## src/rtl/flash_rom_loader.sv

```systemverilog
// flash_rom_loader: boot sequencer that copies a ROM image from SPI flash into SRAM.
// Optional FLASH_ROM_LOADER_FAST_READ_EN selects FAST READ (0x0B) with one dummy byte.
module flash_rom_loader #(
  parameter logic [23:0] FLASH_BASE = 24'h010000,
  parameter logic [18:0] SRAM_BASE  = 19'h00000,
  parameter int          ROM_BYTES  = 16384,
  parameter int          WE_CYCLES  = 2
) (
  input  logic        i_clk,
  input  logic        i_rst_n,
  input  logic        i_start,
  output logic        o_busy,
  output logic        o_done,
  output logic        o_spi_cs_n,
  output logic        o_spi_start,
  output logic [7:0]  o_spi_txd,
  input  logic [7:0]  i_spi_rxd,
  input  logic        i_spi_done,
  output logic [18:0] o_sram_addr,
  output logic [7:0]  o_sram_dout,
  output logic        o_sram_we_n
);

  localparam logic [16:0] LAST_BYTE = 17'(ROM_BYTES - 1);
  localparam logic [7:0]  WE_LAST   = 8'(WE_CYCLES - 1);
`ifdef FLASH_ROM_LOADER_FAST_READ_EN
  localparam logic [7:0]  CMD_BYTE  = 8'h0B;
`else
  localparam logic [7:0]  CMD_BYTE  = 8'h03;
`endif

  typedef enum logic [3:0] {
    ST_IDLE       = 4'd0,
    ST_CS_SETUP   = 4'd1,
    ST_CMD        = 4'd2,
    ST_ADDR2      = 4'd3,
    ST_ADDR1      = 4'd4,
    ST_ADDR0      = 4'd5,
    ST_RD_REQ     = 4'd6,
    ST_RD_WAIT    = 4'd7,
    ST_WR_SETUP   = 4'd8,
    ST_WR_PULSE   = 4'd9,
    ST_WR_HOLD    = 4'd10,
    ST_CS_RELEASE = 4'd11,
    ST_DONE       = 4'd12
`ifdef FLASH_ROM_LOADER_FAST_READ_EN
    , ST_DUMMY    = 4'd13
`endif
  } state_t;

  state_t      r_state, w_state;
  logic        r_busy, w_busy;
  logic        r_done, w_done;
  logic        r_cs_n, w_cs_n;
  logic        r_spi_start, w_spi_start;
  logic [7:0]  r_txd, w_txd;
  logic [18:0] r_addr, w_addr;
  logic [7:0]  r_dout, w_dout;
  logic        r_we_n, w_we_n;
  logic [16:0] r_cnt, w_cnt;
  logic [7:0]  r_we_cnt, w_we_cnt;

  // State register
  always_ff @(posedge i_clk or negedge i_rst_n) begin
    if (!i_rst_n) begin
      r_state <= ST_IDLE;
    end else begin
      r_state <= w_state;
    end
  end

  // Next-state and next-output decode; every output is registered one edge later
  always_comb begin
    w_state     = r_state;
    w_busy      = r_busy;
    w_done      = r_done;
    w_cs_n      = r_cs_n;
    w_spi_start = 1'b0;
    w_txd       = r_txd;
    w_addr      = r_addr;
    w_dout      = r_dout;
    w_we_n      = 1'b1;
    w_cnt       = r_cnt;
    w_we_cnt    = r_we_cnt;
    case (r_state)
      ST_IDLE, ST_DONE: begin
        if (i_start) begin
          w_state = ST_CS_SETUP;
          w_busy  = 1'b1;
          w_done  = 1'b0;
          w_cnt   = 17'd0;
          w_addr  = SRAM_BASE;
          w_cs_n  = 1'b0;
        end else begin
          w_state = r_state;
        end
      end
      ST_CS_SETUP: begin
        w_state     = ST_CMD;
        w_spi_start = 1'b1;
        w_txd       = CMD_BYTE;
      end
      ST_CMD: begin
        if (i_spi_done) begin
          w_state     = ST_ADDR2;
          w_spi_start = 1'b1;
          w_txd       = FLASH_BASE[23:16];
        end else begin
          w_state = r_state;
        end
      end
      ST_ADDR2: begin
        if (i_spi_done) begin
          w_state     = ST_ADDR1;
          w_spi_start = 1'b1;
          w_txd       = FLASH_BASE[15:8];
        end else begin
          w_state = r_state;
        end
      end
      ST_ADDR1: begin
        if (i_spi_done) begin
          w_state     = ST_ADDR0;
          w_spi_start = 1'b1;
          w_txd       = FLASH_BASE[7:0];
        end else begin
          w_state = r_state;
        end
      end
      ST_ADDR0: begin
        if (i_spi_done) begin
          w_spi_start = 1'b1;
`ifdef FLASH_ROM_LOADER_FAST_READ_EN
          w_state     = ST_DUMMY;
          w_txd       = 8'h00;
`else
          w_state     = ST_RD_REQ;
          w_txd       = 8'hFF;
`endif
        end else begin
          w_state = r_state;
        end
      end
`ifdef FLASH_ROM_LOADER_FAST_READ_EN
      ST_DUMMY: begin
        if (i_spi_done) begin
          w_state     = ST_RD_REQ;
          w_spi_start = 1'b1;
          w_txd       = 8'hFF;
        end else begin
          w_state = r_state;
        end
      end
`endif
      ST_RD_REQ: begin
        w_state = ST_RD_WAIT;
      end
      ST_RD_WAIT: begin
        if (i_spi_done) begin
          w_state = ST_WR_SETUP;
          w_dout  = i_spi_rxd;
        end else begin
          w_state = r_state;
        end
      end
      ST_WR_SETUP: begin
        w_state  = ST_WR_PULSE;
        w_we_n   = 1'b0;
        w_we_cnt = 8'd0;
      end
      ST_WR_PULSE: begin
        // Stray spi_done is not looked at here, so it cannot disturb the write
        if (r_we_cnt == WE_LAST) begin
          w_state = ST_WR_HOLD;
          w_we_n  = 1'b1;
        end else begin
          w_we_n   = 1'b0;
          w_we_cnt = r_we_cnt + 8'd1;
        end
      end
      ST_WR_HOLD: begin
        if (r_cnt == LAST_BYTE) begin
          w_state = ST_CS_RELEASE;
          w_cs_n  = 1'b1;
        end else begin
          w_state     = ST_RD_REQ;
          w_cnt       = r_cnt + 17'd1;
          w_addr      = r_addr + 19'd1;
          w_spi_start = 1'b1;
          w_txd       = 8'hFF;
        end
      end
      ST_CS_RELEASE: begin
        w_state = ST_DONE;
        w_busy  = 1'b0;
        w_done  = 1'b1;
      end
      default: begin
        w_state = ST_IDLE;
        w_busy  = 1'b0;
        w_done  = 1'b0;
        w_cs_n  = 1'b1;
      end
    endcase
  end

  // Output and datapath registers
  always_ff @(posedge i_clk or negedge i_rst_n) begin
    if (!i_rst_n) begin
      r_busy      <= 1'b0;
      r_done      <= 1'b0;
      r_cs_n      <= 1'b1;
      r_spi_start <= 1'b0;
      r_txd       <= 8'h00;
      r_addr      <= SRAM_BASE;
      r_dout      <= 8'h00;
      r_we_n      <= 1'b1;
      r_cnt       <= 17'd0;
      r_we_cnt    <= 8'd0;
    end else begin
      r_busy      <= w_busy;
      r_done      <= w_done;
      r_cs_n      <= w_cs_n;
      r_spi_start <= w_spi_start;
      r_txd       <= w_txd;
      r_addr      <= w_addr;
      r_dout      <= w_dout;
      r_we_n      <= w_we_n;
      r_cnt       <= w_cnt;
      r_we_cnt    <= w_we_cnt;
    end
  end

  assign o_busy      = r_busy;
  assign o_done      = r_done;
  assign o_spi_cs_n  = r_cs_n;
  assign o_spi_start = r_spi_start;
  assign o_spi_txd   = r_txd;
  assign o_sram_addr = r_addr;
  assign o_sram_dout = r_dout;
  assign o_sram_we_n = r_we_n;

endmodule
```

## config.mk

```make
export PLATFORM = sky130hd
export DESIGN_NAME = flash_rom_loader
export DESIGN_NICKNAME = d
export VERILOG_FILES = /design/src/rtl/flash_rom_loader.sv
export SDC_FILE = /design/constraint.sdc
export NUM_CORES = 1
export LEC_CHECK = 0
export CORE_MARGIN = 1.5
export CORE_UTILIZATION = 45
export DETAILED_ROUTE_END_ITERATION = 8
export GPL_TIMING_DRIVEN = 0
export PLACE_DENSITY = 0.66
export RECOVER_POWER = 100
export SETUP_SLACK_MARGIN = 0.05
export SLEW_MARGIN = 15
export SYNTH_ARGS = -nofsm -noshare
export SYNTH_HDL_FRONTEND = slang
export SYNTH_SLANG_ARGS = --single-unit
```

## constraint.sdc

```tcl
create_clock -name i_clk -period 3.7 [get_ports i_clk]
set_clock_uncertainty 0.05 [all_clocks]
set_input_delay 0.74 -clock i_clk [delete_from_list [all_inputs] [get_ports i_clk]]
set_output_delay 0.74 -clock i_clk [all_outputs]
set_load 0.02 [all_outputs]
```

== After elaboration in Yosys (flattened, before gate mapping) ==
Index checks and enable logic that the tools add are counted.

* Bitwise logic cells: 2
* Add/subtract/negate cells: 3
* Multiplexer cells: 33
* Equality and inequality tests: 25
* Reductions and logical operators: 16

{| class="wikitable"
|+ Operators with widths
! operator !! count
|-
| one-hot mux 4 bit (12 select lines) || 1
|-
| two-way mux 8 bit || 5
|-
| one-hot mux 8 bit (5 select lines) || 1
|-
| two-way mux 19 bit || 2
|-
| one-hot mux 19 bit (2 select lines) || 1
|-
| two-way mux 17 bit || 2
|-
| one-hot mux 17 bit (2 select lines) || 1
|-
| two-way mux 4 bit || 8
|-
| equality test 4 bit (second input constant) || 5
|-
| != test 2 bit (second input constant) || 10
|-
| OR reduction 10 bit || 2
|-
| adder 19 x 1 -> 19 bit (second input constant) || 1
|-
| adder 17 x 1 -> 17 bit (second input constant) || 1
|-
| equality test 17 x 14 -> 1 bit (second input constant) || 1
|-
| equality test 4 x 3 -> 1 bit (second input constant) || 4
|-
| one-hot mux 8 bit (2 select lines) || 1
|-
| one-hot mux 1 bit (3 select lines) || 3
|-
| adder 8 x 1 -> 8 bit (second input constant) || 1
|-
| equality test 4 x 2 -> 1 bit (second input constant) || 2
|-
| equality test 8 x 1 -> 1 bit (second input constant) || 1
|-
| AND reduction 7 bit || 1
|-
| two-way mux 1 bit || 6
|-
| AND reduction 2 bit || 3
|-
| AND reduction 3 bit || 2
|-
| 10 further kinds || 14
|}

* Register bits after elaboration: 69
* Output and inout bits: 40

== Depth between registers and ports, before layout ==
* Depth after elaboration: 4
* Mapped depth: 9
* Depth with buffers taken out: 7

== Worst setup path after synthesis ==
No wires, ideal clock.

* Kind: register to register
* From: reg r_state[2]
* To: reg r_addr[15], in the netlist o_sram_addr[15]
* Required time: 3.573 ns
* Arrival: 1.989 ns
* Slack: 1.583 ns
* Period minus slack after synthesis: 2.117 ns
* Cell stages (with the launch flop): 9
* Cells stage by stage: dfrtp_1 > inv_1 > ha_1 > or2_1 > a31oi_1 > a211o_4 > buf_6 > or4_1 > a21oi_1

* Cells in the longest elaborated chain, start to end: 4
* Elaborated cells on any way between the ends: 9
* Those cells by class: eq/ne: 4; mux: 1; reduce/logical: 4

{| class="wikitable"
|+ RTL lines
! what !! RTL line !! text
|-
| start: declaration || 51 || <nowiki>state_t r_state, w_state;</nowiki>
|-
| start signal: assignment || 68 || <nowiki>r_state <= w_state;</nowiki>
|-
| equality test 4 bit / zero test 4 bit (equally long branches) || 85 || <nowiki>case (r_state)</nowiki>
|-
| OR reduction 2 bit || 85 ||
|-
| != test 2 bit (no source line) / nonzero test 2 bit (equally long branches) || n/a ||
|-
| AND reduction 3 bit (no source line) || n/a ||
|-
| end signal: assignment || 226 || <nowiki>r_addr <= w_addr;</nowiki>
|-
| end: declaration || 57 || <nowiki>logic [18:0] r_addr, w_addr;</nowiki>
|}

Parallel ways exist; a longest one is shown, timed or not.
A chain may end at the register's enable or synchronous reset.

== Final worst setup path ==
* From: in i_start
* To: reg r_addr[4], in the netlist o_sram_addr[4]

* Cells in the longest elaborated chain, start to end: 2

{| class="wikitable"
|+ RTL lines
! what !! RTL line !! text
|-
| start: declaration || 11 || <nowiki>input logic i_start,</nowiki>
|-
| != test 2 bit (no source line) || n/a ||
|-
| AND reduction 3 bit (no source line) || n/a ||
|}

Every way passes these cells.

==> flow_summary.ini <==
[run_status]
run_status = completed

[clocking]
clk_path_buf_depth = 2
cts_tree = built
post_cts_buffers = 0
cts.sinks = 64
path_clk_slew_ns = 0.08
cts-root-buf = clkbuf_8
cts.htree.levels = 3
hold_buffers = 0
insertion_delay_ns = 0.33
cts_resized = 0
cts_buffers = 9

[synth]
synth_edf_count = 0
syn_area_per_cell_sq_um = 9.45
synth.distinct_cells = 56
synthesis.area_sq_mm = 0.00357
synth-seq-cells = 64
yosys_warnings = 0
async_reset_ff_share_pct = 100
ys_seq_area_share_pct = 44.9
dominantRegCellSynth = dfrtp_1
syn_inst = 378
syn-num-nets = 398

[sta]
rsz0062_at_grt = no
hold_viol = 0
finalWorstSetupSlack_ns = 0.829
setup_viol = 0
final-max-slew-violation-count = 0
hold_ws_ns = 0.352
max_freq_mhz = 348
fin_crit_sh_pct = 77.6
relSlewSlack_pct = 14.3
worst_pin_slew_ns = 1.29
finalCriticalPeriod_ns = 2.87

[grt]
grt_pass1_vias = 3041
grt_pass1_wl_mm = 14.4
grt_max_degree = 53
grt_usage_pct = 21.3
overflow = 0
antenna_found_initial = 0

[routing]
wl_per_cell_um = 15.4
via_count = 3108
vias_per_cell = 5.67
firstDrtPassIters = 4
antenna_left = 0
routed.top_layer = met4
wl_met1_mm = 3.91
wl_mm = 8.41
dr_wl_met2_mm = 3.94
dr_wl_met3_um = 484
drc = 0
drtIter0Drc = 184

[worst_setup_path]
reg2reg_to = o_sram_addr[4]
worst-path-max-fanout = 10
worstReg2RegStart = r_cnt[0]
critical_path_class = primary input to flop
cp-end-kind = flop
r2r_slack_ns = 0.86
critPathLaunchType = primary input
cp.arrival_ns = 3.04
rr_worst_depth = 8
cp_data_required_time_ns = 3.87

[finish]
final_util_pct = 56.9
num-nets-final = 461
fillCellCount = 715
syn_to_final_growth_pct = 22.6
final_area_sq_mm = 0.00438
layout_common_cells = dfrtp_1 (62), dlygate4sd3_1 (41), a21oi_1 (31)
layout-drive-gt1-share_pct = 10.8
mostFrequentLayoutCell = dfrtp_1
instances_no_fill = 548
n_antenna_cell = 0

[placement]
preCtsSetupSlack_ns = 0.917
port_buffers = 51
dp_cells = 532
post_dp_cell_area_sq_mm = 0.00423
gp_congestion = 0.876
dp_hpwl_mm = 5.98

[die]
ios = 52
dieArea_sq_mm = 0.00848
row_count = 32
die-width_um = 92.1
start_util_pct = 46.5
core-area_sq_mm = 0.00769
die_h_um = 92.1

[power]
leakage_nw = 1.89
vdd_drop_max_mv = 0.373
power_density_mw_per_mm2 = 566

[job]
drv_cap = 0

[hold_path]
hold_class = primary input to asynchronous set/reset pin
## stage by stage
step / total power, mW / setup TNS [ns]
6_report: 2.48 / 0
5_1_grt: 2.63 / 0
4_1_cts: 2.56 / 0
3_5_place_dp: 1.92 / 0
3_3_place_gp: 1.90 / -20.38
2_1_floorplan: 1.54 / 0
## worst max-delay path, cell delays in order
cell	delay, ns
dlygate4sd3_1	0.60
a31oi_1	0.15
clkbuf_1	0.26
a211oi_1	0.89
a31oi_1	0.17
a31o_1	0.22
## routing by layer
layer | up-vias | track usage (%)
li1 | 1526 | -
met1 | 1488 | 27.8
met2 | 86 | 34.1
met3 | 8 | 5.14
met4 | 0 | 8.33
met5 | - | 0
## logic make-up after synthesis
group | after synthesis | synth area share, %
AOI/OAI and AO/OA | 90 | 16.1
xor gates and xnor gates | 6 | 1.47
adders and majority gates | 8 | 2.80
buffers and inverters | 35 | 5.29
DFF | 64 | 44.9
muxes | 14 | 4.24
and+or+nand+nor | 161 | 25.2
## cell type report
type / instances / area [sq um] / area share, %
timing repair buffer: 52 / 509 / 11.6
multi-input combinational: 279 / 1760 / 40.2
clock buffer: 11 / 151 / 3.46
buffer: 22 / 123 / 2.80
sequential: 64 / 1600 / 36.6
inverter: 13 / 48.8 / 1.11
tap: 102 / 128 / 2.92
clock inverter: 5 / 55.1 / 1.26
## registers in the layout, summed over array words and instances (netlist names), 3 cells and up
signal       cells
o_sram_addr     19
o_spi_txd        3
o_sram_dout      8
r_we_cnt         8
r_state          4
r_cnt           17
## synthesized netlist by cell type (5+ instances only)
master    number  share of area (%)
nor4_1         7                1.2
mux2i_1        5                1.4
o21ai_1        6               0.84
and2_1         6                1.1
o21ai_0       14                2.0
inv_1         11                1.2
buf_4          7                1.5
or4_1         13                2.7
mux2_2         9                2.8
or3_1          9                1.6
nand3_1       20                2.8
nand2_1       30                3.2
nor3_1         9                1.3
xnor2_1        6                1.5
a21oi_1       31                4.3
nor2_1        28                2.9
ha_1           8                2.8
and3_1         5               0.88
o31ai_1       17                3.6
nand4_1        8                1.4
dfrtp_1       62                 43
clkbuf_1       7               0.74
## worst max path at each step
stage,endpoint,depth (start not counted),from
after floorplan,o_sram_addr[15],8,r_state[2]
after global placement,o_sram_dout[0],1,i_rst_n
after detailed placement,r_cnt[16],7,i_start
after CTS,r_cnt[16],7,i_start
after global routing,o_sram_addr[8],6,i_start
final,o_sram_addr[4],6,i_start
## power by group
group          internal, mW  switching (mW)  total, mW
combinational         0.391           0.593      0.984
clock                 0.346           0.278      0.624
sequential            0.798          0.0709      0.869
total                  1.53           0.942       2.48
Note: power is estimated with default switching activity, not from simulation.
